===== config.mk =====
export PLATFORM = sky130hd
export DESIGN_NAME = control_unit
export DESIGN_NICKNAME = d
export VERILOG_FILES = /design/src/rtl/control_unit_pkg.sv /design/src/rtl/control_unit_opcode_class.sv /design/src/rtl/control_unit.sv
export SDC_FILE = /design/constraint.sdc
export NUM_CORES = 1
export LEC_CHECK = 0
export CORE_MARGIN = 5
export CORE_UTILIZATION = 41
export CTS_BUF_LIST = sky130_fd_sc_hd__clkbuf_16
export DETAILED_ROUTE_END_ITERATION = 8
export GPL_ROUTABILITY_DRIVEN = 0
export GPL_TIMING_DRIVEN = 0
export PLACE_DENSITY = 0.85
export SYNTH_ARGS = -nofsm -noshare
export SYNTH_HDL_FRONTEND = slang
export SYNTH_HIERARCHICAL = 1
export SYNTH_SLANG_ARGS = --single-unit

===== constraint.sdc =====
create_clock -name Clock -period 3.8 [get_ports Clock]
set_clock_uncertainty 0.05 [all_clocks]
set_input_delay 0.38 -clock Clock [delete_from_list [all_inputs] [get_ports Clock]]
set_output_delay 0.38 -clock Clock [all_outputs]
set_load 0.1 [all_outputs]

===== src/rtl/control_unit_pkg.sv =====
`default_nettype none
// ============================================================================
// Module      : cpu_defs (package)
// Description : Shared definitions for the hardwired control unit: opcode
//               values, FSM state encoding, instruction classes and the
//               control-word bundle driven onto the DataPath.
// Revision    : 1.0 - initial release
// ============================================================================
package cpu_defs;

  localparam int DATA_W = 32;
  localparam int OP_W   = 5;

  // Opcode values held in IR[31:27]
  localparam logic [OP_W-1:0] OP_LDW  = 5'b00000;
  localparam logic [OP_W-1:0] OP_LDWI = 5'b00001;
  localparam logic [OP_W-1:0] OP_STW  = 5'b00010;
  localparam logic [OP_W-1:0] OP_ADD  = 5'b00011;
  localparam logic [OP_W-1:0] OP_SUB  = 5'b00100;
  localparam logic [OP_W-1:0] OP_SHR  = 5'b00101;
  localparam logic [OP_W-1:0] OP_SHL  = 5'b00110;
  localparam logic [OP_W-1:0] OP_ROR  = 5'b00111;
  localparam logic [OP_W-1:0] OP_ROL  = 5'b01000;
  localparam logic [OP_W-1:0] OP_AND  = 5'b01001;
  localparam logic [OP_W-1:0] OP_OR   = 5'b01010;
  localparam logic [OP_W-1:0] OP_ADDI = 5'b01011;
  localparam logic [OP_W-1:0] OP_ANDI = 5'b01100;
  localparam logic [OP_W-1:0] OP_ORI  = 5'b01101;
  localparam logic [OP_W-1:0] OP_MUL  = 5'b01110;
  localparam logic [OP_W-1:0] OP_DIV  = 5'b01111;
  localparam logic [OP_W-1:0] OP_NEG  = 5'b10000;
  localparam logic [OP_W-1:0] OP_NOT  = 5'b10001;
  localparam logic [OP_W-1:0] OP_BR   = 5'b10010;
  localparam logic [OP_W-1:0] OP_JR   = 5'b10011;
  localparam logic [OP_W-1:0] OP_JAL  = 5'b10100;
  localparam logic [OP_W-1:0] OP_IN   = 5'b10101;
  localparam logic [OP_W-1:0] OP_OUT  = 5'b10110;
  localparam logic [OP_W-1:0] OP_MFHI = 5'b10111;
  localparam logic [OP_W-1:0] OP_MFLO = 5'b11000;
  localparam logic [OP_W-1:0] OP_NOP  = 5'b11001;
  localparam logic [OP_W-1:0] OP_HALT = 5'b11010;

  // ALU code used for address and PC-relative computation
  localparam logic [OP_W-1:0] ALU_ADD = 5'b00011;

  typedef enum logic [3:0] {
    S_T0   = 4'd0,
    S_T1   = 4'd1,
    S_T2   = 4'd2,
    S_T3   = 4'd3,
    S_T4   = 4'd4,
    S_T5   = 4'd5,
    S_T6   = 4'd6,
    S_T7   = 4'd7,
    S_HALT = 4'd8
  } state_t;

  // Bit positions of the one-hot instruction class vector
  localparam int CLS_RTYPE  = 0;
  localparam int CLS_IMM    = 1;
  localparam int CLS_MULDIV = 2;
  localparam int CLS_UNARY  = 3;
  localparam int CLS_LD     = 4;
  localparam int CLS_LDI    = 5;
  localparam int CLS_ST     = 6;
  localparam int CLS_BR     = 7;
  localparam int CLS_JR     = 8;
  localparam int CLS_JAL    = 9;
  localparam int CLS_MFHI   = 10;
  localparam int CLS_MFLO   = 11;
  localparam int CLS_IN     = 12;
  localparam int CLS_OUT    = 13;
  localparam int CLS_NOP    = 14;
  localparam int CLS_HALT   = 15;
  localparam int CLS_N      = 16;

  // Full control word presented to the DataPath
  typedef struct packed {
    logic pc_out, zlow_out, zhigh_out, hi_out, lo_out, mdr_out, inport_out;
    logic c_out, ba_out;
    logic pc_in, mar_in, mdr_in, ir_in, y_in, hi_in, lo_in;
    logic zin_high, zin_low, r_in, inc_pc;
    logic gra, grb, grc;
    logic read, write, con_in, outport_en;
    logic [OP_W-1:0] operation;
    logic run;
  } ctrl_t;

endpackage
`default_nettype wire


===== src/rtl/control_unit_opcode_class.sv =====
`default_nettype none
// ============================================================================
// Module      : opcode_class
// Description : Combinational opcode to one-hot instruction-class decoder.
//               Unlisted opcodes fall into the NOP class.
// Revision    : 1.0 - initial release
// ============================================================================
module opcode_class
  import cpu_defs::*;
(
  input  logic [OP_W-1:0]  opcode,
  output logic [CLS_N-1:0] cls
);

  // Map each opcode onto exactly one class bit
  always_comb begin
    cls = '0;
    case (opcode)
      OP_ADD, OP_SUB, OP_SHR, OP_SHL,
      OP_ROR, OP_ROL, OP_AND, OP_OR:    cls[CLS_RTYPE]  = 1'b1;
      OP_ADDI, OP_ANDI, OP_ORI:         cls[CLS_IMM]    = 1'b1;
      OP_MUL, OP_DIV:                   cls[CLS_MULDIV] = 1'b1;
      OP_NEG, OP_NOT:                   cls[CLS_UNARY]  = 1'b1;
      OP_LDW:                           cls[CLS_LD]     = 1'b1;
      OP_LDWI:                          cls[CLS_LDI]    = 1'b1;
      OP_STW:                           cls[CLS_ST]     = 1'b1;
      OP_BR:                            cls[CLS_BR]     = 1'b1;
      OP_JR:                            cls[CLS_JR]     = 1'b1;
      OP_JAL:                           cls[CLS_JAL]    = 1'b1;
      OP_MFHI:                          cls[CLS_MFHI]   = 1'b1;
      OP_MFLO:                          cls[CLS_MFLO]   = 1'b1;
      OP_IN:                            cls[CLS_IN]     = 1'b1;
      OP_OUT:                           cls[CLS_OUT]    = 1'b1;
      OP_HALT:                          cls[CLS_HALT]   = 1'b1;
      default:                          cls[CLS_NOP]    = 1'b1;
    endcase
  end

endmodule
`default_nettype wire


===== src/rtl/control_unit.sv =====
`default_nettype none
// ============================================================================
// Module      : control_unit
// Description : Hardwired Moore control FSM for the DataPath. Fetches via
//               PC/MAR/MDR/IR, decodes IR[31:27] and sequences T3..T7.
//               Outputs decode combinationally from state, IR and CON_out.
// Revision    : 1.0 - initial release
// ============================================================================
module control_unit
  import cpu_defs::*;
#(
  parameter int DATA_W = cpu_defs::DATA_W,
  parameter int OP_W   = cpu_defs::OP_W
) (
  input  logic              Clock,
  input  logic              clear,
  input  logic [DATA_W-1:0] IR,
  input  logic              CON_out,
  output logic PCout, Zlowout, Zhighout, HIout, LOout, MDRout, In_Portout, Cout, Baout,
  output logic PCin, MARin, MDRin, IRin, Yin, HIin, LOin, Zin_high, Zin_low, r_in, IncPC,
  output logic Gra, Grb, Grc,
  output logic Read, Write,
  output logic ConIn, outPortenable,
  output logic [OP_W-1:0] operation,
  output logic Run
);

  state_t           state, next_state;
  ctrl_t            c;
  logic [CLS_N-1:0] cls;
  logic [OP_W-1:0]  opcode;
  logic             unused_ir_bits;

  assign opcode         = IR[DATA_W-1 -: OP_W];
  assign unused_ir_bits = ^IR[DATA_W-OP_W-1:0];

  opcode_class u_opcode_class (
    .opcode (opcode),
    .cls    (cls)
  );

  // State register; clear restarts the fetch from T0
  always_ff @(posedge Clock) begin
    if (clear) state <= S_T0;
    else       state <= next_state;
  end

  // Control-word and next-state decode. The T2 decision for nop/halt reads
  // IR directly, so IR must already hold the new instruction in T2.
  always_comb begin
    c          = '0;
    next_state = S_T0;
    case (state)
      S_T0: begin
        c.pc_out = 1'b1; c.mar_in = 1'b1; c.inc_pc = 1'b1;
        c.zin_high = 1'b1; c.zin_low = 1'b1;
        next_state = S_T1;
      end
      S_T1: begin
        c.zlow_out = 1'b1; c.pc_in = 1'b1; c.read = 1'b1; c.mdr_in = 1'b1;
        next_state = S_T2;
      end
      S_T2: begin
        c.mdr_out = 1'b1; c.ir_in = 1'b1;
        if (cls[CLS_HALT])     next_state = S_HALT;
        else if (cls[CLS_NOP]) next_state = S_T0;
        else                   next_state = S_T3;
      end
      S_T3: begin
        next_state = S_T4;
        if (cls[CLS_RTYPE] || cls[CLS_IMM] || cls[CLS_LD] || cls[CLS_LDI] || cls[CLS_ST]) begin
          c.grb = 1'b1; c.ba_out = 1'b1; c.y_in = 1'b1;
        end else if (cls[CLS_MULDIV]) begin
          c.gra = 1'b1; c.ba_out = 1'b1; c.y_in = 1'b1;
        end else if (cls[CLS_UNARY]) begin
          c.grb = 1'b1; c.ba_out = 1'b1; c.zin_high = 1'b1; c.zin_low = 1'b1;
          c.operation = opcode;
        end else if (cls[CLS_BR]) begin
          c.gra = 1'b1; c.ba_out = 1'b1; c.con_in = 1'b1;
        end else if (cls[CLS_JAL]) begin
          c.pc_out = 1'b1; c.grb = 1'b1; c.r_in = 1'b1;
        end else begin
          next_state = S_T0;
          c.gra        = 1'b1;
          c.pc_in      = cls[CLS_JR];
          c.ba_out     = cls[CLS_JR] | cls[CLS_OUT];
          c.outport_en = cls[CLS_OUT];
          c.hi_out     = cls[CLS_MFHI];
          c.lo_out     = cls[CLS_MFLO];
          c.inport_out = cls[CLS_IN];
          c.r_in       = cls[CLS_MFHI] | cls[CLS_MFLO] | cls[CLS_IN];
        end
      end
      S_T4: begin
        next_state = S_T5;
        if (cls[CLS_RTYPE] || cls[CLS_MULDIV]) begin
          c.grc = cls[CLS_RTYPE]; c.grb = cls[CLS_MULDIV]; c.ba_out = 1'b1;
          c.zin_high = 1'b1; c.zin_low = 1'b1; c.operation = opcode;
        end else if (cls[CLS_IMM]) begin
          c.c_out = 1'b1; c.zin_high = 1'b1; c.zin_low = 1'b1; c.operation = opcode;
        end else if (cls[CLS_LD] || cls[CLS_LDI] || cls[CLS_ST]) begin
          c.c_out = 1'b1; c.zin_high = 1'b1; c.zin_low = 1'b1; c.operation = ALU_ADD;
        end else if (cls[CLS_UNARY]) begin
          c.zlow_out = 1'b1; c.gra = 1'b1; c.r_in = 1'b1;
          next_state = S_T0;
        end else if (cls[CLS_BR]) begin
          c.pc_out = 1'b1; c.y_in = 1'b1;
        end else begin
          c.gra = 1'b1; c.ba_out = 1'b1; c.pc_in = cls[CLS_JAL];
          next_state = S_T0;
        end
      end
      S_T5: begin
        next_state = S_T6;
        if (cls[CLS_RTYPE] || cls[CLS_IMM] || cls[CLS_LDI]) begin
          c.zlow_out = 1'b1; c.gra = 1'b1; c.r_in = 1'b1;
          next_state = S_T0;
        end else if (cls[CLS_MULDIV]) begin
          c.zlow_out = 1'b1; c.lo_in = 1'b1;
        end else if (cls[CLS_LD] || cls[CLS_ST]) begin
          c.zlow_out = 1'b1; c.mar_in = 1'b1;
        end else begin
          c.c_out = cls[CLS_BR]; c.zin_high = cls[CLS_BR]; c.zin_low = cls[CLS_BR];
          c.operation = cls[CLS_BR] ? ALU_ADD : '0;
          next_state = cls[CLS_BR] ? S_T6 : S_T0;
        end
      end
      S_T6: begin
        next_state = S_T0;
        if (cls[CLS_MULDIV]) begin
          c.zhigh_out = 1'b1; c.hi_in = 1'b1;
        end else if (cls[CLS_LD]) begin
          c.read = 1'b1; c.mdr_in = 1'b1;
          next_state = S_T7;
        end else if (cls[CLS_ST]) begin
          c.gra = 1'b1; c.ba_out = 1'b1; c.mdr_in = 1'b1;
          next_state = S_T7;
        end else if (cls[CLS_BR]) begin
          c.zlow_out = CON_out; c.pc_in = CON_out;
        end
      end
      S_T7: begin
        c.mdr_out = cls[CLS_LD]; c.gra = cls[CLS_LD]; c.r_in = cls[CLS_LD];
        c.write   = cls[CLS_ST];
      end
      S_HALT: next_state = S_HALT;
      default: next_state = S_T0;
    endcase
    c.run = (state != S_HALT);
    if (clear) begin
      c     = '0;
      c.run = 1'b1;
    end
  end

  assign PCout = c.pc_out;       assign Zlowout = c.zlow_out;   assign Zhighout = c.zhigh_out;
  assign HIout = c.hi_out;       assign LOout = c.lo_out;       assign MDRout = c.mdr_out;
  assign In_Portout = c.inport_out; assign Cout = c.c_out;      assign Baout = c.ba_out;
  assign PCin = c.pc_in;         assign MARin = c.mar_in;       assign MDRin = c.mdr_in;
  assign IRin = c.ir_in;         assign Yin = c.y_in;           assign HIin = c.hi_in;
  assign LOin = c.lo_in;         assign Zin_high = c.zin_high;  assign Zin_low = c.zin_low;
  assign r_in = c.r_in;          assign IncPC = c.inc_pc;
  assign Gra = c.gra;            assign Grb = c.grb;            assign Grc = c.grc;
  assign Read = c.read;          assign Write = c.write;
  assign ConIn = c.con_in;       assign outPortenable = c.outport_en;
  assign operation = c.operation;
  assign Run = c.run;

endmodule
`default_nettype wire


==> results of run 1 <==
[cell type report]
type	instances	area, sq um
multi-input combinational	157	1050
sequential	4	80.1
buffer	17	95.1
tap	31	38.8
fill	251	1020
timing repair buffer	40	363
clock buffer	3	75.1
inverter	2	7.51
[worst max-delay path, stage by stage]
cell and delay [ps]:
clkdlybuf4s50_1 470, buf_2 210, nand2b_1 240, nor2_2 140, nor4_4 440, nand3_2 190, or4_4 530, a2111oi_4 290
buf_4 340
[cell families after synthesis]
kind of cell | Yosys count
AND/OR/NAND/NOR | 105
AO/OA/AOI/OAI | 49
buffers and inverters | 19
flip-flops | 4
multiplexers | 2
XOR/XNOR | 1
[through the flow]
step                      power, mW  setup WS (ps)
after floorplan               0.270           -355
after global placement        0.330           -704
after detailed placement      0.333           -870
after CTS                     0.500           5.64
after global routing          0.525           10.7
final                         0.504            128
[what timing repair did]
item | CTS | global route
setup endpoints to repair | 24 | 19
buffers inserted | 0 | 0
gates resized for setup | 65 | 33
hold buffers | 0 | 0
[worst paths after layout]
path                            startpoint       end  slack (ps)  cells past startpoint
worst min register to register    state[1]  state[3]         810                      4
worst min-delay path              state[1]  state[3]         810                      4
worst max-delay path                IR[27]      r_in         130                      9
worst max register to register    state[3]  state[1]        1980                      4
[power by group through the flow]
stage               sequential, mW  clock [mW]  combinational (mW)
finish                      0.0495       0.168               0.287
global placement            0.0494           0               0.281
floorplan                   0.0487           0               0.222
CTS                         0.0492       0.169               0.282
global route                0.0497       0.172               0.303
detailed placement          0.0494           0               0.284
[placed cells by master, fill, tap and decap left out, types with 3 or more instances in the layout]
| master | n |
|---|---|
| clkdlybuf4s15_2 | 9 |
| nor2_1 | 18 |
| nor4_1 | 4 |
| buf_4 | 4 |
| or2_2 | 4 |
| a31oi_1 | 8 |
| nand3_1 | 5 |
| clkbuf_2 | 5 |
| o21ai_0 | 10 |
| nand2b_1 | 7 |
| nor3_1 | 4 |
| nand4_1 | 3 |
| nor2b_1 | 4 |
| clkbuf_1 | 8 |
| nor2_2 | 4 |
| clkbuf_16 | 3 |
| nor3_2 | 3 |
| nor4b_1 | 3 |
| nand3b_1 | 6 |
| clkdlybuf4s50_1 | 15 |
| dfxtp_1 | 4 |
| buf_2 | 9 |
| nand2_1 | 11 |
| a21oi_1 | 18 |
| and2_1 | 7 |
[metal layers]
metal,GRT usage,up-vias,part of all wire
met1,0.281,720,0.44
met4,0.0883,0,0.039
met2,0.288,89,0.44
met5,0,-,0
met3,0.0195,16,0.086
li1,-,761,-
==> results.json, run 1 <==
{
  "run_status": "finished clean",
  "hold_path_class": "reg -> reg",
  "synth.largest_area_cell": "a21oi_1",
  "cap_violations": 0,
  "syn-cell-area_sq_mm": 0.00116,
  "synthesis.instances": 180,
  "htree_num_levels": 1,
  "drtIter0Drc": 113,
  "cts_tree": "done",
  "synth_top_cells_by_area": "a21oi_1, dfxtp_1, nor2_1, a31oi_1, o21ai_0",
  "synth-simple-area-share": 0.561,
  "placedCellCount": 251,
  "power.share.combinational": 0.569,
  "avgViaCountPerCell": 6.24,
  "fin_cells": 254,
  "netlist-cell-type-count": 49,
  "numPortBuffers": 40,
  "final_instance_area_sq_mm": 0.00171,
  "powerDensity_mw_per_mm2": 294,
  "vias": 1586,
  "pwr-share-seq": 0.098,
  "synth_seq_cells": 4,
  "top_level_ports": 68,
  "globalRouteTotalUtil": 0.195,
  "grt_start_max_net_pins": 11,
  "synth.area.mux_share": 0.0172,
  "leakage_nw": 0.610,
  "timing.final.crit_period_ps": 3670,
  "syn_nets": 215,
  "grt_overflow_total": 0,
  "grt_setup_unrepaired": "false",
  "dr.pass1.iters": 4,
  "postRouteWirelength_microns": 4090,
  "slew_headroom": 0.344,
  "post_synth_fa_ha_maj_area_fraction": 0,
  "power.share.switching": 0.495,
  "netlist.area_leader.share": 0.0816,
  "crit_type": "in -> out",
  "max_slew_violation_count": 0,
  "initial_core_utilization": 0.426,
  "yosys.area_share.xor_xnor": 0.00752,
  "worst_ep_required_time_ps": 3370,
  "synthesis.yosys.warnings": 6,
  "rows": 19,
  "hold-worst-slack_ps": 810,
  "detail-route-antenna-nets": 0,
  "synth_common_cells": "a21oi_1, nor2_1, nand2_1, o21ai_0, a31oi_1",
  "biggest_regs": "state x4",
  "floorplan.core_area_sq_mm": 0.00273,
  "hold_viol_final": 0,
  "timing.final.setup_violations": 0,
  "clock.fmax_mhz": 272,
  "syn_area_per_cell_sq_um": 6.47,
  "post_synth_edffs": 0,
  "path_clk_slew_ps": 30,
  "dp_hpwl_microns": 2910,
  "n_antenna_cell": 0,
  "biggest_fanout_along_the_worst_timing_path": 9,
  "grt_pass1_wl_microns": 6570,
  "post_dp_cell_area_sq_mm": 0.00165,
  "wire_per_inst_microns": 16.1,
  "timing.final.crit_share": 0.966,
  "worstSetupEndpointType": "primary output",
  "area_growth_syn_to_layout_pct": 46.9,
  "worst-endpoint-arrival_ps": 3240,
  "clk_path_buf_depth": 2,
  "ys_async_sr_fraction": 0,
  "share_of_power_burned_in_the_clock_network": 0.332,
  "num-nets-final": 260,
  "tightestPinTransition_ps": 982,
  "irDropWorstVdd_mv": 0.282,
  "post_route_cells_drive_above_1_share": 0.265,
  "dieArea_sq_mm": 0.00401,
  "fp.dieW_microns": 63.3,
  "synth_top_family_by_area": "simple AND/OR/NAND/NOR gates",
  "grt_antenna_before_repair": 0,
  "grt_pass1_vias": 1407,
  "clock_latency_late_sink_ps": 230,
  "startpoint_type": "primary input",
  "total_neg_setup_slack_ps": 0,
  "yosys_most_used_dff": "dfxtp_1",
  "total_drc_errors_in_the_routed_layout": 0,
  "numClockSinks": 4,
  "number_of_flip_flops_in_the_largest_register": 4,
  "switchingPower_mw": 0.250,
  "cellInternalPower_mw": 0.254,
  "final_core_utilization": 0.626,
  "fp.dieH_microns": 63.3,
  "root_buffer": "clkbuf_16",
  "cts_buffers": 3,
  "ys_seq_area_frac": 0.0687,
  "largest_register": "state",
  "synth-compound-area-share": 0.258
}
Power figures use the tool's default switching activity.
==> run 2: changes to the inputs <==
--- a/config.mk
+++ b/config.mk
@@ -5,7 +5,6 @@
 export SDC_FILE = /design/constraint.sdc
 export NUM_CORES = 1
 export LEC_CHECK = 0
-export CORE_MARGIN = 5
 export CORE_UTILIZATION = 41
 export CTS_BUF_LIST = sky130_fd_sc_hd__clkbuf_16
 export DETAILED_ROUTE_END_ITERATION = 8
==> results.json, run 2 (same netlist as run 1, synthesis figures left out) <==
{
  "worstSetupEndpointType": "primary output",
  "fin_cells": 253,
  "number_of_flip_flops_in_the_largest_register": 4,
  "grt_pass1_vias": 1309,
  "grt_start_max_net_pins": 11,
  "clock_latency_late_sink_ps": 220,
  "slew_headroom": 0.354,
  "n_antenna_cell": 0,
  "worst_slack_ps": 141,
  "globalRouteTotalUtil": 0.232,
  "leakage_nw": 0.591,
  "total_drc_errors_in_the_routed_layout": 0,
  "timing.final.crit_period_ps": 3660,
  "root_buffer": "clkbuf_16",
  "fin_total_pwr_mw": 0.491,
  "worst-endpoint-arrival_ps": 3230,
  "pwr-share-seq": 0.100,
  "biggest_fanout_along_the_worst_timing_path": 8,
  "cts_buffers": 3,
  "grt_overflow_total": 0,
  "mostFrequentLayoutCell": "a21oi_1",
  "power.share.combinational": 0.570,
  "filler_cells_inserted": 232,
  "cap_violations": 0,
  "worst_ep_required_time_ps": 3370,
  "fp.dieW_microns": 55.3,
  "post_route_cells_drive_above_1_share": 0.251,
  "share_of_power_burned_in_the_clock_network": 0.330,
  "grt_pass1_wl_microns": 5950,
  "mostFrequentLayoutCells": "a21oi_1, nor2_1, clkdlybuf4s50_1, o21ai_0, nand2_1",
  "numClockSinks": 4,
  "clk_path_buf_depth": 2,
  "worst_setup_timing_slack_at_the_placement_stage_ps": -709,
  "fp.dieH_microns": 55.3,
  "power.share.switching": 0.486,
  "startpoint_type": "primary input",
  "timing.final.crit_share": 0.963,
  "dp_hpwl_microns": 2670,
  "hold_viol_final": 0,
  "biggest_regs": "state x4",
  "crit_type": "in -> out",
  "grt_setup_unrepaired": "true",
  "cts_tree": "done",
  "top_level_ports": 68,
  "switchingPower_mw": 0.238,
  "dr.pass1.iters": 4,
  "timing.final.setup_violations": 0,
  "tightestPinTransition_ps": 966,
  "area_growth_syn_to_layout_pct": 45.1,
  "initial_core_utilization": 0.450,
  "floorplan.core_area_sq_mm": 0.00259,
  "num-nets-final": 260,
  "dieArea_sq_mm": 0.00306,
  "path_clk_slew_ps": 30,
  "avgViaCountPerCell": 6.19,
  "cts_hold_buffers": 0,
  "detail-route-antenna-nets": 0,
  "drtIter0Drc": 89,
  "largest_register": "state",
  "grt_antenna_before_repair": 0,
  "powerDensity_mw_per_mm2": 290,
  "placedCellCount": 250,
  "clock.fmax_mhz": 273,
  "hold_path_class": "reg -> reg",
  "vias": 1565,
  "irDropWorstVdd_mv": 0.462,
  "numPortBuffers": 40,
  "cell_depth_of_the_worst_min_delay_path": 4,
  "postRouteWirelength_microns": 3630,
  "cellInternalPower_mw": 0.252,
  "r2r.worst_path.cells": 4,
  "max_slew_violation_count": 0,
  "wire_per_inst_microns": 14.3,
  "rows": 18,
  "run_status": "finished clean",
  "htree_num_levels": 1,
  "postCtsSetupRepairBufs": 0
}
==> run 2: cell types whose count changed in the layout (fill, tap and decap cells not counted), moves of 2 or more <==
| cell | previous run | this run |
|---|---|---|
| buf_6 | 2 | 4 |
| clkdlybuf4s15_2 | 9 | 7 |
| clkbuf_4 | 0 | 4 |
| buf_2 | 9 | 7 |
==> run 2: through the flow <==
| stage | utilization | hold WS [ps] | TNS [ps] | cell area [sq um] |
|---|---|---|---|---|
| global placement | 0.635 | 773 | -7860 | 1640 |
| finish | 0.653 | 781 | 0 | 1690 |
| floorplan | - | 516 | -355 | 1210 |
| global route | 0.653 | 841 | -8.91 | 1690 |
| detailed placement | 0.635 | 768 | -8420 | 1640 |
| CTS | 0.664 | 782 | 0 | 1720 |
==> run 2: path summary, 6_finish.rpt <==
check                start  endpoint  slack (ps)
setup reg to reg  state[3]  state[1]        2070
hold / removal    state[1]  state[3]         780
hold reg to reg   state[1]  state[3]         780
setup / recovery    IR[31]     Write         140
==> run 2: repair_timing <==
action	in CTS	in global routing
endpoints found under the setup margin	24	23
pin swaps	0	1
resized for setup	63	37
==> run 2: cell type report <==
type	instances	area (sq um)	share of cell area
Buffer	17	95.1	0.0563
Clock buffer	3	75.1	0.0444
Inverter	2	7.51	0.00444
Multi-Input combinational cell	157	1040	0.614
Sequential cell	4	80.1	0.0474
Tap cell	30	37.5	0.0222
Timing Repair Buffer	40	358	0.212
==> run 2: power groups by stage <==
stage	registers, mW	clock network [mW]	logic, mW
2_1_floorplan	0.0487	0	0.222
3_3_place_gp	0.0495	0	0.281
3_5_place_dp	0.0494	0	0.282
4_1_cts	0.0490	0.164	0.278
5_1_grt	0.0494	0.169	0.295
6_report	0.0490	0.162	0.280
==> run 2: per-layer routing <==
layer / global-route usage / wire length (microns) / vias up
li1: - / - / 767
met1: 0.332 / 1620 / 703
met2: 0.344 / 1630 / 87
met3: 0.0585 / 324 / 8
met4: 0.0607 / 58 / 0
met5: 0 / 0 / -
==> run 2: worst max-delay path, cell delays in order <==
cell             delay, ps
clkdlybuf4s50_1        520
or3_1                  470
nor2_2                 360
nand4b_1               170
nor2_1                 170
clkdlybuf4s50_1       1160
==> run 3: changes to the inputs <==
--- a/config.mk
+++ b/config.mk
@@ -5,12 +5,14 @@
 export SDC_FILE = /design/constraint.sdc
 export NUM_CORES = 1
 export LEC_CHECK = 0
-export CORE_UTILIZATION = 41
+export CORE_MARGIN = 2
+export CORE_UTILIZATION = 52
 export CTS_BUF_LIST = sky130_fd_sc_hd__clkbuf_16
 export DETAILED_ROUTE_END_ITERATION = 8
+export DONT_BUFFER_PORTS = 1
 export GPL_ROUTABILITY_DRIVEN = 0
 export GPL_TIMING_DRIVEN = 0
-export PLACE_DENSITY = 0.85
+export PLACE_DENSITY = 0.66
 export SYNTH_ARGS = -nofsm -noshare
 export SYNTH_HDL_FRONTEND = slang
 export SYNTH_HIERARCHICAL = 1
==> results.json, run 3 (same netlist as run 1, synthesis figures left out) <==
{
  "run_status": "finished clean",
  "irDropWorstVdd_mv": 0.330,
  "crit_type": "in -> out",
  "pwr-share-seq": 0.102,
  "worst-endpoint-arrival_ps": 3270,
  "grt_pass1_wl_microns": 6030,
  "power.share.switching": 0.506,
  "share_of_power_burned_in_the_clock_network": 0.336,
  "worstSetupEndpointType": "primary output",
  "cell_depth_of_the_worst_min_delay_path": 2,
  "vias": 1477,
  "avgViaCountPerCell": 6.81,
  "fp.dieW_microns": 51.3,
  "cellInternalPower_mw": 0.239,
  "floorplan.core_area_sq_mm": 0.00217,
  "mostFrequentLayoutCell": "nor2_1",
  "final_instance_area_sq_mm": 0.00151,
  "path_clk_slew_ps": 30,
  "total_drc_errors_in_the_routed_layout": 0,
  "grt_start_max_net_pins": 11,
  "detail-route-antenna-nets": 0,
  "mostFrequentLayoutCells": "nor2_1, o21ai_0, nand2_1, a21oi_1",
  "drtIter0Drc": 50,
  "worst_slack_ps": 97.8,
  "fin_total_pwr_mw": 0.485,
  "cts_tree": "done",
  "post_route_cells_drive_above_1_share": 0.280,
  "timing.final.crit_share": 0.974,
  "regToRegEndpoint": "state[3]",
  "r2r.worst_path.cells": 3,
  "globalRouteTotalUtil": 0.295,
  "dp_hpwl_microns": 2750,
  "timing.final.setup_violations": 0,
  "htree_num_levels": 1,
  "post_dp_cell_area_sq_mm": 0.00141,
  "grt_overflow_total": 0,
  "numPortBuffers": 0,
  "crit-reg2reg-launch": "state[3]",
  "clock.fmax_mhz": 270,
  "worst_ep_required_time_ps": 3370,
  "hold_path.startpoint": "clear",
  "rows": 17,
  "grt_pass1_vias": 1254,
  "leakage_nw": 0.465,
  "num-nets-final": 226,
  "clk_path_buf_depth": 2,
  "rrSetupSlack_ps": 1690,
  "fp.dieH_microns": 51.3,
  "root_buffer": "clkbuf_16",
  "clock_latency_late_sink_ps": 220,
  "numClockSinks": 4,
  "cts_hold_buffers": 0,
  "max_slew_violation_count": 0,
  "grt_antenna_before_repair": 0,
  "startpoint_type": "primary input",
  "wire_per_inst_microns": 17.8,
  "tightestPinTransition_ps": 1430,
  "number_of_flip_flops_in_the_largest_register": 4,
  "area_growth_syn_to_layout_pct": 29.3,
  "cap_violations": 0,
  "hold_viol_final": 0,
  "initial_core_utilization": 0.537,
  "worst_setup_timing_slack_at_the_placement_stage_ps": -12.4,
  "postRouteWirelength_microns": 3860,
  "powerDensity_mw_per_mm2": 322,
  "hold_path_class": "in -> reg",
  "worstHoldEndpoint": "state[2]",
  "timing.final.crit_period_ps": 3700,
  "dr.pass1.iters": 5,
  "switchingPower_mw": 0.245,
  "biggest_fanout_along_the_worst_timing_path": 10,
  "power.share.combinational": 0.563,
  "biggest_regs": "state x4",
  "dieArea_sq_mm": 0.00263,
  "top_level_ports": 68,
  "slew_headroom": 0.0435,
  "cts_buffers": 3,
  "largest_register": "state",
  "placedCellCount": 213,
  "fin_cells": 217,
  "n_antenna_cell": 0
}
[run 3: layout make-up]
type	instances	area, sq um
Buffer	17	95.1
Clock buffer	3	75.1
Fill cell	204	663
Inverter	2	7.51
Multi-Input combinational cell	157	1130
Sequential cell	4	80.1
Tap cell	28	35.0
Timing Repair Buffer	6	85.1
[run 3: power by group through the flow]
stage | clock [mW] | sequential [mW] | combinational (mW)
final | 0.163 | 0.0493 | 0.273
after floorplan | 0 | 0.0487 | 0.222
after global placement | 0 | 0.0494 | 0.244
after global routing | 0.167 | 0.0496 | 0.284
after CTS | 0.163 | 0.0491 | 0.266
after detailed placement | 0 | 0.0495 | 0.264
[run 3: how the worst max path moves through the flow]
| stage | endpoint | start | depth (start not counted) | slack [ps] |
|---|---|---|---|---|
| floorplan | Zlowout | IR[27] | 7 | -350 |
| CTS | r_in | IR[28] | 7 | 60 |
| global placement | Zlowout | IR[27] | 7 | -620 |
| global route | r_in | IR[28] | 7 | -10 |
| detailed placement | r_in | IR[27] | 7 | -10 |
| finish | r_in | IR[28] | 8 | 100 |
[run 3: what timing repair did]
action                                  4_1_cts  5_1_grt
endpoints found under the setup margin        1        2
buffers inserted                              1        0
pin swaps                                     2        1
cloned                                        0        0
endpoints found under the hold margin         0        0
resized for setup                             0        4
[run 3: critical path: stages]
cell and delay [ps]:
buf_2 160, nand2_1 70, nor2_1 40, clkbuf_1 220, nor2_1 440, nand3_2 230
or4_4 540, a2111oi_4 1190
[run 3: routing by layer]
metal / wire length (microns) / global-route usage
met1: 1670 / 0.413
met2: 1810 / 0.489
met3: 328 / 0.0380
met4: 50 / 0.0482
met5: 0 / 0
[run 3: metrics by stage]
| stage | utilization | hold WS, ps | TNS, ps |
|---|---|---|---|
| floorplan | - | 516 | -355 |
| detailed placement | 0.649 | 538 | -12.4 |
| global placement | 0.572 | 536 | -1240 |
| CTS | 0.687 | 317 | 0 |
| global route | 0.694 | 328 | -10.9 |
| finish | 0.694 | 324 | 0 |
==> edit 1 (config.mk and constraints of run 2) <==
Encoding of `state_t`: now Gray code (4 bits for 9 states).
--- a/src/rtl/control_unit_pkg.sv
+++ b/src/rtl/control_unit_pkg.sv
@@ -45,13 +45,13 @@
 
   typedef enum logic [3:0] {
-    S_T0   = 4'd0,
-    S_T1   = 4'd1,
-    S_T2   = 4'd2,
-    S_T3   = 4'd3,
-    S_T4   = 4'd4,
-    S_T5   = 4'd5,
-    S_T6   = 4'd6,
-    S_T7   = 4'd7,
-    S_HALT = 4'd8
+    S_T0   = 4'b0000,
+    S_T1   = 4'b0001,
+    S_T2   = 4'b0011,
+    S_T3   = 4'b0010,
+    S_T4   = 4'b0110,
+    S_T5   = 4'b0111,
+    S_T6   = 4'b0101,
+    S_T7   = 4'b0100,
+    S_HALT = 4'b1100
   } state_t;
 
Behaviour: no difference found for any inputs over 10 cycles, from zero or initial values; not proved beyond that.
==> edit 1 against run 2 <==
Maximum frequency is 2.9% lower; sequential cell count did not move; core utilization is 0.40 points lower; wire length grew 13%; total power decreased by 11%; synthesized area down 0.97%; non-clock buffer count decreased by 2; cell area is 1.5% lower; sequential share of layout area increased by 0.071 points; worst setup slack worse by 0.11 ns; first-iteration DRC count increased by 10%; worst hold slack lost 0.040 ns; via count grew 5.0%; largest cell class unchanged.
==> edit 1: results (changes against run 2) <==
* Status: completed
* Initial antenna violation count at 0 (unchanged)
* I/O Buffers at 40 (unchanged)
* CP max FO at 9 (+1)
* Seq/Total Area, Yosys at 6.94% (+0.067 points)
* Worst R2R Path Depth at 3 (-1)
* Final Routed Wirelength at 4100 microns (+13%)
* Largest net degree at the start of global routing at 11 (unchanged)
* Root Buffer: clkbuf_16
* Syn nets at 221 (+2.8%)
* Largest registers: state x4
* Synth Area in Compound Gates at 27.9% (+2.1 points)
* Worst min path class: flop to flop
* Htree depth at 1 (unchanged)
* Clock Latency Late Sink at 0.22 ns (about the same)
* Post-synthesis mux area share at 0.868% (-0.85 points)
* Synth Instances at 186 (+3.3%)
* Synthesis Warnings at 6 (unchanged)
* Min-Delay Path Depth at 3 (-1)
* Adder-cell share of the synthesized area at 0% (unchanged)
* FMAX at 0.265 GHz (-2.9%)
* DR pass1 iterations at 5 (+1)
* DR top layer: met4
* Met3 wire length at 423 microns (+31%)
* Met2 wire length at 1830 microns (+12%)
* DP HPWL at 3040 microns (+14%)
* Worst Max-Slew Pin Slew at 1.17 ns (+0.204 ns)
* Leak Pwr at 0.682 nW (+15%)
* Final #Nets at 265 (+1.9%)
* Placed Area at 0.00165 sq mm (+0.30%)
* CTS Buf Count at 3 (unchanged)
* Vias/cell at 6.37 (+2.9%)
* Setup Fix Bufs, Post-CTS at 0 (unchanged)
* Yosys cell types at 50 (+2.0%)
* Clock slew at reported path FFs at 0.03 ns (about the same)
* Met1 Wirelength at 1810 microns (+12%)
* Ys async rst share at 0% (unchanged)
* Dpl ws at -0.964 ns (-0.256 ns)
* Share of cells above drive strength 1 at 23.2% (-1.9 points)
* Worst vdd ir at 0.000490 V (+6.0%)
* Hold WS at 0.741 ns (-0.0405 ns)
* Gr usage total at 30.0% (+6.8 points)
* Vias in the first global route at 1443 (+10%)
* First-pass GRT wire length at 6710 microns (+13%)
* Placed Cells at 256 (+2.4%)
* Most frequent cells after synthesis: nor2_1 (21), a21oi_1 (15), nand2_1 (15)
* # diodes at 0 (unchanged)
* Clk buf depth at 2 (unchanged)
* Synth top area cells: dfxtp_1 (6.9%), nor2_1 (6.8%), a21oi_1 (6.5%), nand2_1 (4.9%), nand2b_1 (4.9%)
* Xor/xnor share of the synthesized area at 0% (-0.75 points)
* Post-Layout Cell Count at 258 (+2.0%)
* R2R setup slack at 1.66 ns (-0.41 ns)
* Iter 0 DRT Violations at 98 (+10%)
[edit 1: cell count changes after synthesis, sizes merged, moves of 3 or more]
cell            run 2  this run
a2111oi             3         0
a21oi              19        15
a22oi               0         4
a31oi               9         5
nand2              11        15
nor4b               5         2
o21ai              11         7
or3                 1         7
[edit 1: layout make-up]
class / count / area (sq um)
Multi-Input combinational cell: 162 / 1070
Fill cell: 250 / 902
Timing Repair Buffer: 40 / 317
Sequential cell: 4 / 80.1
Clock buffer: 3 / 75.1
Buffer: 15 / 73.8
Tap cell: 30 / 37.5
Inverter: 4 / 15.0
[edit 1: timing repair]
action / CTS / global route
endpoints found under the setup margin: 23 / 21
gates cloned: 0 / 0
hold endpoints to repair: 0 / 0
resized for setup: 58 / 46
hold buffers: 0 / 0
[edit 1: final timing paths]
check | start | to
worst min-delay path | state[3] | state[1]
worst min register to register | state[3] | state[1]
worst max register to register | state[0] | state[2]
worst max-delay path | IR[27] | Baout
[edit 1: per-layer routing]
layer  global-route usage (%)  vias to the layer above
li1                         -                      774
met1                     44.7                      745
met3                     5.74                        6
met4                     7.92                        0
met2                     43.2                      118
met5                        0                        -
[edit 1: power by group]
group	total (W)	switching, W	internal (W)
combinational	0.000228	0.000171	0.0000566
sequential	0.0000476	0.00000240	0.0000452
clock	0.000163	0.0000287	0.000134
total	0.000438	0.000202	0.000236
[edit 1: cell families after synthesis]
| kind of cell | after synthesis |
|---|---|
| simple gates | 112 |
| compound gates | 49 |
| buf+inv | 20 |
| flops | 4 |
| mux | 1 |
[edit 1: critical path, cell delays in order]
cell and delay (ns):
clkdlybuf4s50_1 0.48, buf_2 0.21, nand2b_1 0.24, nor2_1 0.17
or3_4 0.41, or4_4 0.51, o21ai_0 0.34, a211oi_2 0.12
clkdlybuf4s15_2 0.48
==> edit 2 (flow settings as in run 2) <==
Without the edit above. Set the package constant `OP_W` to 10 (it was 5).
--- a/src/rtl/control_unit_pkg.sv
+++ b/src/rtl/control_unit_pkg.sv
@@ -10,5 +10,5 @@
 
   localparam int DATA_W = 32;
-  localparam int OP_W   = 5;
+  localparam int OP_W   = 10;
 
   // Opcode values held in IR[31:27]
Interface: changed (resized operation); port bits go from 68 to 73. No check against the original RTL was run, so the function may have changed too.
==> edit 2 against run 2 <==
Wire length grew 16%; cell area is 13% higher; worst hold slack got worse by 0.092 ns; total power shrank 26%; register-to-register slack lost 0.12 ns; clock power is 2% higher; the run now ends with DRC left; worst setup slack lost 0.086 ns; count of clock-buffer cells in the layout unchanged; synthesized area up 7.5%; sequential cell count unchanged; combinational power shrank 46%.
==> edit 2: results (changes against run 2) <==
* Critical Path Max Stage Delay at 0.56 ns (-0.60 ns)
* Min-Delay Path Depth at 3 (-1)
* I/O Buffers at 50 (+25%)
* Gr usage total at 25.6% (+2.4 points)
* R2R setup slack at 1.95 ns (-0.12 ns)
* Dpl ws at -1.43 ns (-0.717 ns)
* Leak Pwr at 0.772 nW (+31%)
* Worst R2R Start: state[1]
* Vias in the first global route at 1539 (+18%)
* Share of cells above drive strength 1 at 32.0% (+6.9 points)
* Seq/Total Area, Yosys at 6.39% (-0.48 points)
* Critical path launch point: IR[25]
* Cell-internal power at 0.000223 W (-12%)
* Met3 wire length at 268 microns (-17%)
* FILL cells at 241 (+3.9%)
* Clock Power at 0.000166 W (+2%)
* Violated checks: DRC
* DP HPWL at 3190 microns (+20%)
* Min-delay src: state[3]
* Synth top area cells: nor2_1 (8.1%), and2_1 (6.5%), dfxtp_1 (6.4%), a31oi_1 (4.0%), o21ai_0 (3.6%)
* Power share of the combinational group at 41.5% (-15 points)
* Status: complete, but fails checks
* Most frequent cells after synthesis: nor2_1 (27), and2_1 (13), nand2_1 (10)
* Worst Max-Slew Pin Slew at 0.970 ns (+0.00393 ns)
* Crit path arrival time at 3.31 ns (+0.08 ns)
* Placed Cells at 272 (+8.8%)
* Hold WS at 0.689 ns (-0.0925 ns)
* Synthesis Warnings at 6 (unchanged)
* Iter 0 DRT Violations at 72 (-19%)
* Hold Path Sink: state[0]
* Crit path to: Baout
* CP max FO at 10 (+2)
* Tmin final at 3.74 ns (+0.0856 ns)
* First-pass GRT wire length at 6750 microns (+13%)
* Crit path max-delay cell type: or4b_4
* Syn nets at 226 (+5.1%)
* Final #Nets at 281 (+8.1%)
* Final Routed Wirelength at 4200 microns (+16%)
* Met1 Wirelength at 1770 microns (+9.3%)
* Met2 wire length at 2100 microns (+29%)
* CTS resizes at 107 (+70%)
* Placed Area at 0.00185 sq mm (+12%)
* WL/cell at 15.3 microns (+6.5%)
* DR pass1 iterations at 6 (+2)
* Synth Instances at 191 (+6.1%)
* Worst vdd ir at 0.000172 V (-63%)
* Drc violations at 3 (+3)
* Worst R2R Path Depth at 5 (+1)
* Yosys cell types at 55 (+12%)
## edit 2: cell count changes after synthesis, sizes merged, moves of 3 or more
cell,change
or2,+3
a21oi,-10
a22oi,+5
nor2,+4
inv,+3
and2,+6
## edit 2: logic make-up (layout without fill, tap and decap cells)
logic type,after synthesis,in the layout,synth area share (%)
AND/OR/NAND/NOR,118,118,58.3
AO/OA/AOI/OAI,45,45,24.3
buffers and inverters,20,73,7.89
flip-flops,4,4,6.39
XOR/XNOR,2,2,1.40
multiplexers,2,2,1.70
## edit 2: metal layers
layer  up-vias  track usage (%)
li1        821                -
met2        78             45.7
met4         0             6.97
met1       791             32.3
met3         8             3.17
met5         -                0
## edit 2: final cells by class
cell class	count	area, sq um	area share [%]
multi-input combinational	167	1200	63.0
timing repair buffer	50	410	21.5
buffer	15	82.6	4.33
sequential	4	80.1	4.20
clock buffer	3	75.1	3.93
tap	31	38.8	2.03
inverter	5	18.8	0.984
